[src/rtl/uart_bus_bridge.sv]
// UART-to-bus command bridge: 'W' AH AL DH DL writes, 'R' AH AL reads a 16-bit bus word.
// Replies go back through the UART (ACK/NAK for writes, DH DL/NAK for reads, BAD for unknown commands).
module uart_bus_bridge #(
    parameter int unsigned TIMEOUT  = 255,
    parameter logic [7:0]  NAK_CODE = 8'h15,
    parameter logic [7:0]  BAD_CODE = 8'h3F
) (
    input  logic        clk,
    input  logic        reset,
    input  logic        rx_valid,
    input  logic [7:0]  rx_data,
    output logic        rx_rd,
    input  logic        tx_busy,
    output logic        tx_wr,
    output logic [7:0]  tx_data,
    output logic        bus_req,
    output logic        bus_we,
    output logic [15:0] bus_addr,
    output logic [15:0] bus_wdata,
    input  logic        bus_ack,
    input  logic [15:0] bus_rdata,
    output logic        active,
    output logic [7:0]  err_count
);

    localparam logic [7:0] CMD_W    = 8'h57;
    localparam logic [7:0] CMD_R    = 8'h52;
    localparam logic [7:0] ACK_CODE = 8'h06;

    typedef enum logic [2:0] {
        IDLE, GET_AH, GET_AL, GET_DH, GET_DL, BUS, SEND, SEND_GAP
    } state_t;

    state_t      state, state_nx;
    logic        rd_q;
    logic [15:0] tmo_cnt;
    logic [15:0] reply;
    logic [1:0]  reply_left;
    logic        take;
    logic        timeout_hit;
    logic        bad_cmd;

    always_comb begin
        // rd_q blocks a capture in the cycle right after a strobe, while the UART is still clearing rx_valid
        take        = rx_valid && !rd_q && !reset &&
                      (state inside {IDLE, GET_AH, GET_AL, GET_DH, GET_DL});
        rx_rd       = take;
        tx_wr       = (state == SEND) && !tx_busy;
        tx_data     = reply[15:8];
        bus_req     = (state == BUS);
        active      = (state != IDLE);
        timeout_hit = (state == BUS) && !bus_ack && (tmo_cnt == 16'(TIMEOUT - 1));
        bad_cmd     = take && (state == IDLE) && (rx_data != CMD_W) && (rx_data != CMD_R);
        state_nx    = state;
        case (state)
            IDLE:     if (take) state_nx = bad_cmd ? SEND : GET_AH;
            GET_AH:   if (take) state_nx = GET_AL;
            GET_AL:   if (take) state_nx = bus_we ? GET_DH : BUS;
            GET_DH:   if (take) state_nx = GET_DL;
            GET_DL:   if (take) state_nx = BUS;
            BUS:      if (bus_ack || timeout_hit) state_nx = SEND;
            SEND:     if (tx_wr) state_nx = SEND_GAP;
            SEND_GAP: state_nx = (reply_left == 2'd0) ? IDLE : SEND;
            default:  state_nx = IDLE;
        endcase
    end

    always_ff @(posedge clk or posedge reset) begin
        if (reset) begin
            state      <= IDLE;
            rd_q       <= 1'b0;
            tmo_cnt    <= '0;
            reply      <= '0;
            reply_left <= '0;
            bus_we     <= 1'b0;
            bus_addr   <= '0;
            bus_wdata  <= '0;
            err_count  <= '0;
        end else begin
            state <= state_nx;
            rd_q  <= take;
            tmo_cnt <= (state == BUS) ? tmo_cnt + 16'd1 : '0;

            if (take) begin
                case (state)
                    IDLE: begin
                        bus_we <= (rx_data == CMD_W);
                        if (bad_cmd) begin
                            reply      <= {BAD_CODE, 8'h00};
                            reply_left <= 2'd1;
                        end
                    end
                    GET_AH:  bus_addr[15:8]  <= rx_data;
                    GET_AL:  bus_addr[7:0]   <= rx_data;
                    GET_DH:  bus_wdata[15:8] <= rx_data;
                    GET_DL:  bus_wdata[7:0]  <= rx_data;
                    default: ;
                endcase
            end

            if (state == BUS) begin
                if (bus_ack) begin
                    reply      <= bus_we ? {ACK_CODE, 8'h00} : bus_rdata;
                    reply_left <= bus_we ? 2'd1 : 2'd2;
                end else if (timeout_hit) begin
                    reply      <= {NAK_CODE, 8'h00};
                    reply_left <= 2'd1;
                end
            end

            if (tx_wr) begin
                reply      <= {reply[7:0], 8'h00};
                reply_left <= reply_left - 2'd1;
            end

            if ((bad_cmd || timeout_hit) && err_count != 8'hFF)
                err_count <= err_count + 8'd1;
        end
    end

endmodule

[config.mk]
export PLATFORM = sky130hd
export DESIGN_NAME = uart_bus_bridge
export DESIGN_NICKNAME = d
export VERILOG_FILES = /design/src/rtl/uart_bus_bridge.sv
export SDC_FILE = /design/constraint.sdc
export NUM_CORES = 1
export LEC_CHECK = 0
export ABC_AREA = 1
export CAP_MARGIN = 25
export CORE_AREA = 2 2 95 97
export CTS_CLUSTER_DIAMETER = 150
export DETAILED_ROUTE_END_ITERATION = 8
export DIE_AREA = 0 0 97 99
export PLACE_DENSITY = 0.81
export SLEW_MARGIN = 20
export SYNTH_ARGS = -nofsm -noshare
export SYNTH_HDL_FRONTEND = slang
export SYNTH_SLANG_ARGS = --single-unit
[constraint.sdc]
create_clock -name clk -period 2.5 [get_ports clk]
set_input_delay 0.25 -clock clk [delete_from_list [all_inputs] [get_ports clk]]
set_output_delay 0.25 -clock clk [all_outputs]
set_load 0.1 [all_outputs]
; ---- Word-level counts from Yosys, hierarchy flattened
; Cells that the tools add are included.
[word_totals]
in_bits = 29
elab_cells = 87
regBits = 79
output_inout_bits = 53
[op_classes]
eq_ne = 19
addsub = 3
mux = 28
reduce_logical = 26
[ops]
columns = cell, count
row1 = $mux W16, 9
row2 = $mux W3, 10
row3 = $pmux W3 S8, 1
row4 = $add A16 B1 Y16 const B, 1
row5 = $eq A16 B8 Y1 const B, 1
row6 = $mux W2, 8
row7 = $ne A8 B7 Y1 const B, 2
row8 = $eq A3 B3 Y1 const B, 4
row9 = $ne A2 B2 Y1 const B, 6
row10 = $logic_and A1 B1 Y1, 10
row11 = $reduce_and A2 Y1, 5
row12 = $add A8 B1 Y8 const B, 1
row13 = $eq A8 B7 Y1 const B, 1
row14 = $ne A8 B8 Y1 const B, 1
row15 = $reduce_and A7 Y1, 1
row16 = $eq A3 B2 Y1 const B, 2
row17 = $reduce_bool A5 Y1, 1
row18 = $logic_not A1 Y1, 4
row19 = $eq A3 B1 Y1 const B, 1
row20 = $logic_not A3 Y1, 1
row21 = $reduce_bool A3 Y1, 1
row22 = $logic_not A2 Y1, 1
row23 = $logic_or A1 B1 Y1, 2
row24 = $ne A2 B1 Y1 const B, 1
row25 = $sub A2 B1 Y2 const B, 1

; ---- Longest topological paths before layout
[depth]
ltp_word = 14
depth_mapped = 11
mapped_depth_nobuf = 11

; ---- Worst setup path after synthesis
; No wires, ideal clock.
[synth_path]
path_kind = input -> register
startpoint = in reset
endpoint = reg rd_q
arrival_ps = 3729
stages = 3
setup_slack_ps = -1495
n_path_buf = 0
setup_time_ps = 266
required_ps = 2234
cell_sequence = inv_1 > nand2_1 > nor2_1
[synth_between]
elab_chain_len = 3
[synth_rtl]
columns = item, line_no
row1 = start: declaration, 9  ; input logic reset,
row2 = $logic_not A1 Y1 (no source line), --
row3 = $logic_and A1 B1 Y1 (2 in a row), 45  ; take = rx_valid && !rd_q && !reset &&
row4 = via rx_rd, 12  ; output logic rx_rd,
row5 = end signal: assignment, 81  ; rd_q <= take;
row6 = end: declaration, 35  ; logic rd_q;
; The timed path passes the listed nets, and every way through them passes these cells.
; A chain may end at the register's enable or synchronous reset.

; ---- Worst setup path after layout
[layout_path]
startpoint = reg state[1]
endpoint = out tx_wr
[layout_between]
elab_chain_len = 2
[layout_rtl]
columns = item, line_no
row1 = start: declaration, 34  ; state_t state, state_nx;
row2 = start signal: assignment, 80  ; state <= state_nx;
row3 = $eq A3 B3 Y1, 48  ; tx_wr = (state == SEND) && !tx_busy;
row4 = $logic_and A1 B1 Y1, 48
row5 = end: declaration, 14  ; output logic tx_wr,
; No other way between the ends.

==> impl.org <==
** Outcome
- The run finished with clean final reports.

** Critical path
- STA classifies the critical path endpoint as a primary output.
- Among all stages on the critical path, the largest delay is contributed by sky130_fd_sc_hd__dfrtp_1.
- Start-to-end type of the worst setup path :: register to primary output
- For flop-to-flop paths, the worst setup slack is 0.63 ns.
- At the worst endpoint, the required time is 2.25 ns.
- Critical path startpoint category :: register
- Traced cell by cell, the critical path runs through nand2_1 -> nor2_1 -> inv_1 -> nor2_2 -> buf_12.
- Data arrival at the endpoint of the critical path :: 1.86 ns
- The worst register-to-register path ends at reply[15].
- Among cell families on the critical path, the largest total delay comes from simple AND/OR/NAND/NOR gates.
- In this design, the stage delay of the slowest critical-path cell is 0.51 ns.
- Worst-case reg-to-reg path depth :: 7
- Along the worst path, the maximum fanout reaches 10.
- Buf/Inv on CP :: 2
- In this run the critical register-to-register path is launched from state[1].

** Logic synthesis
- Syn nets :: 481
- Synthesis inferred 79 register bits.
- Sequential cells were found to cover 51.57% of the synthesized design area.
- Mean cell area of the mapped netlist :: 8.557 um2
- Cells after Synth :: 448
- Distinct cell type count after synthesis :: 34
- Cell area after synthesis :: 3834 um2
- Syn. warnings :: 0
- Summed over its instances, the top area cell type makes up 51.57% of the synthesized netlist area.
- Cell type with the highest aggregate area in the netlist :: sky130_fd_sc_hd__dfrtp_1
- Sorting the synthesized cells by area gives the leading types as sky130_fd_sc_hd__dfrtp_1 (52%), sky130_fd_sc_hd__nand2_1 (11%), sky130_fd_sc_hd__o21ai_0 (5.2%), sky130_fd_sc_hd__a21oi_1 (4.7%), sky130_fd_sc_hd__nor2_1 (4.1%).

** Layout
- Area Overhead vs Synth :: 26.24%
- Cells with a size suffix above 1 make up 18.90% of the layout.
- Multi-input combinational cell area :: 1572 um2
- Register Area :: 1977 um2
- Fill cells in the final layout number 737.
- 0 antenna diodes ended up in the layout.
- After the last flow step, the layout net total stands at 557.

** Routing
- For this run, design rule violations remaining after detail routing come to 0.
- Total met3 wirelength after detailed routing :: 526 um
- Detailed-router iteration count before antenna repair :: 4
- Wire length per cell after detailed routing :: 13.56 um
- After detailed routing, the wire length on met1 is 3762 um.
- Using the TritonRoute via totals, the vias-per-cell ratio works out to 5.019.
- Total via count in the routed design :: 3197
- The routed design has 8638 um of wire.
- Routed signal wires occupy layers up through met4.
- In the detailed route, the total length drawn on met2 is 4222 um.
- Drt initial violations :: 129
- The detail route stage leaves a number of antenna-violating nets equal to 0.

** Global route
- Pin count of the biggest net entering global routing :: 80
- Residual overflow from global routing :: 0
- The number of antenna violations at the first check in global routing is 0.
- Via count of the first global-routing pass :: 3197
- Overall routing resource usage :: 19.05%
- First-pass GRT wire length :: 15020 um

** Timing
- The final hold violation count was 0.
- Final-layout setup total negative slack :: 0 ns
- Relative slew slack :: 61.64%
- On the final layout, the worst clock skew is 0.01117 ns.
- Number of pins exceeding their max-slew limit in the final report :: 0
- Slew at the pin closest to its max-slew limit :: 0.5737 ns
- Maximum clock frequency :: 474.8 MHz
- Time the worst path needs with I/O delays and setup :: 2.106 ns
- Setup violations remaining at the end of the flow were counted as 0.
- Unrepaired setup endpoints after global routing :: no
- Period utilization :: 84.25%

** Clock network
- Worst skew pair latency :: 0.36 ns
- Number of buffers created by CTS :: 9
- Max Root-Sink Buffers :: 2
- H-Tree Depth :: 3
- # Post-CTS Setup Buffers :: 0
- For this design, the CTS-stage hold fixing added 0 buffers.
- The tree is rooted in a sky130_fd_sc_hd__clkbuf_8.
- Clock slew seen by the registers of the worst setup and hold paths :: 0.09 ns
- Number of sinks on the clock net :: 79
- Clock tree from TritonCTS :: yes
- After clock tree synthesis, the repair step resized 0 gates.

** Hold path
- In this run the worst hold path is classified as input pin to async pin.

** Place
- Buffers added on ports :: 81
- GP Congestion :: 0.8304
- Half-perimeter wire length after detailed placement :: 6236 um

** Floorplan
- Core Region :: 8551 um2
- Row generation in the floorplan step produced 34 rows.
- Initial Util :: 44.83%
- The floorplan step defined a die boundary enclosing 9603 um2.
- Width of the chip :: 97 um
- Vertical extent of the die :: 99 um
- Top-level port count :: 82

** Flow run
- Across the run, the number of max-cap violations was 0.
[cells by family (layout without fill, tap and decap cells)]
kind of cell               after synthesis  count (layout)  share of synthesized area [%]
AOI/OAI and AO/OA                       80              80                          10.90
xor gates and xnor gates                 7               7                          1.599
adders and majority gates                4               4                          1.306
buffers and inverters                   60             141                          7.572
DFF                                     79              79                          51.57
and+or+nand+nor                        218             218                          27.06
[flip-flops by register name, indices dropped and copies added, names as in the netlist]
signal,count
bus_addr,16
bus_wdata,16
bus_we,1
err_count,8
rd_q,1
reply,16
reply_left,2
state,3
tmo_cnt,16
[synth_stat cells]
cell and instances:
sky130_fd_sc_hd__o21ai_0 40, sky130_fd_sc_hd__o211ai_1 1, sky130_fd_sc_hd__nand3b_1 3, sky130_fd_sc_hd__nand3_4 1, sky130_fd_sc_hd__nor4_1 1, sky130_fd_sc_hd__dfrtp_1 79
sky130_fd_sc_hd__nor3_1 6, sky130_fd_sc_hd__inv_2 3, sky130_fd_sc_hd__buf_4 8, sky130_fd_sc_hd__a21oi_1 36, sky130_fd_sc_hd__o21ai_1 1, sky130_fd_sc_hd__xor2_1 3
sky130_fd_sc_hd__o21bai_4 1, sky130_fd_sc_hd__nand4_1 4, sky130_fd_sc_hd__inv_6 1, sky130_fd_sc_hd__nor3_2 1, sky130_fd_sc_hd__clkbuf_1 3, sky130_fd_sc_hd__nand4_2 1
sky130_fd_sc_hd__nand2_1 112, sky130_fd_sc_hd__ha_1 4, sky130_fd_sc_hd__nor3b_1 1, sky130_fd_sc_hd__a31oi_1 1, sky130_fd_sc_hd__nand2_4 5, sky130_fd_sc_hd__nor2_8 2
sky130_fd_sc_hd__buf_6 3, sky130_fd_sc_hd__nor2_4 4, sky130_fd_sc_hd__nor2_1 42, sky130_fd_sc_hd__nand3b_2 1, sky130_fd_sc_hd__xnor2_1 4, sky130_fd_sc_hd__nand2_2 2
sky130_fd_sc_hd__nand3_1 30, sky130_fd_sc_hd__inv_1 36, sky130_fd_sc_hd__nor2_2 2, sky130_fd_sc_hd__buf_2 6
[worst reg2reg max path, stage by stage (launching register included)]
cell and delay (ns):
sky130_fd_sc_hd__dfrtp_1 0.51, sky130_fd_sc_hd__nand2_1 0.12, sky130_fd_sc_hd__nor2_1 0.13, sky130_fd_sc_hd__inv_1 0.06
sky130_fd_sc_hd__nor2_2 0.42, sky130_fd_sc_hd__inv_1 0.29, sky130_fd_sc_hd__nor2_1 0.16, sky130_fd_sc_hd__a21oi_1 0.05
[how the worst max path moves through the flow]
stage	startpoint	to	slack (ns)	depth (start not counted)
detailed placement	rx_valid	err_count[0]	0.51	9
floorplan	reset	bus_wdata[8]	0.01	7
global route	state[1]	tx_wr	0.26	5
finish	state[1]	tx_wr	0.39	5
global placement	rx_valid	err_count[0]	0.56	9
CTS	state[1]	tx_wr	0.37	5
[cell usage in the layout, fill, tap and decap left out, types with 6 or more instances in the layout]
cell                              Yosys  layout
sky130_fd_sc_hd__a21oi_1             36      36
sky130_fd_sc_hd__buf_4                8      54
sky130_fd_sc_hd__clkbuf_8             0       9
sky130_fd_sc_hd__clkdlybuf4s50_1      0      28
sky130_fd_sc_hd__dfrtp_1             79      79
sky130_fd_sc_hd__inv_1               36      35
sky130_fd_sc_hd__nand2_1            112     111
sky130_fd_sc_hd__nand3_1             30      30
sky130_fd_sc_hd__nor2_1              42      41
sky130_fd_sc_hd__nor3_1               6       6
sky130_fd_sc_hd__o21ai_0             40      40
[layout make-up]
| cell class | count | share of cell area, % |
|---|---|---|
| clock buffer | 9 | 2.559 |
| sequential | 79 | 40.85 |
| clock inverter | 7 | 2.482 |
| timing repair buffer | 85 | 15.56 |
| multi-input combinational | 309 | 32.47 |
| inverter | 40 | 3.283 |
| tap | 108 | 2.792 |
[through the flow]
stage          cell area [um2]  hold slack, ns  worst slack, ns  util [%]  std cells
2_1_floorplan             3842          0.3920          0.01214         -        448
3_3_place_gp              4568          0.4581           0.5626     53.42        620
3_5_place_dp              4568          0.4705           0.5143     53.42        620
4_1_cts                   4812          0.4432           0.3727     56.28        636
5_1_grt                   4840          0.3976           0.2577     56.60        637
6_report                  4840          0.3536           0.3938     56.60        637
[layer usage]
layer	GRT usage [%]	up-vias
li1	-	1597
met1	24.52	1517
met2	31.41	71
met3	4.965	12
met4	6.717	0
met5	0	-
Power is left out: the tool's default activity adds up to more than one toggle a clock period on the data nets, which glitch-free logic cannot reach.
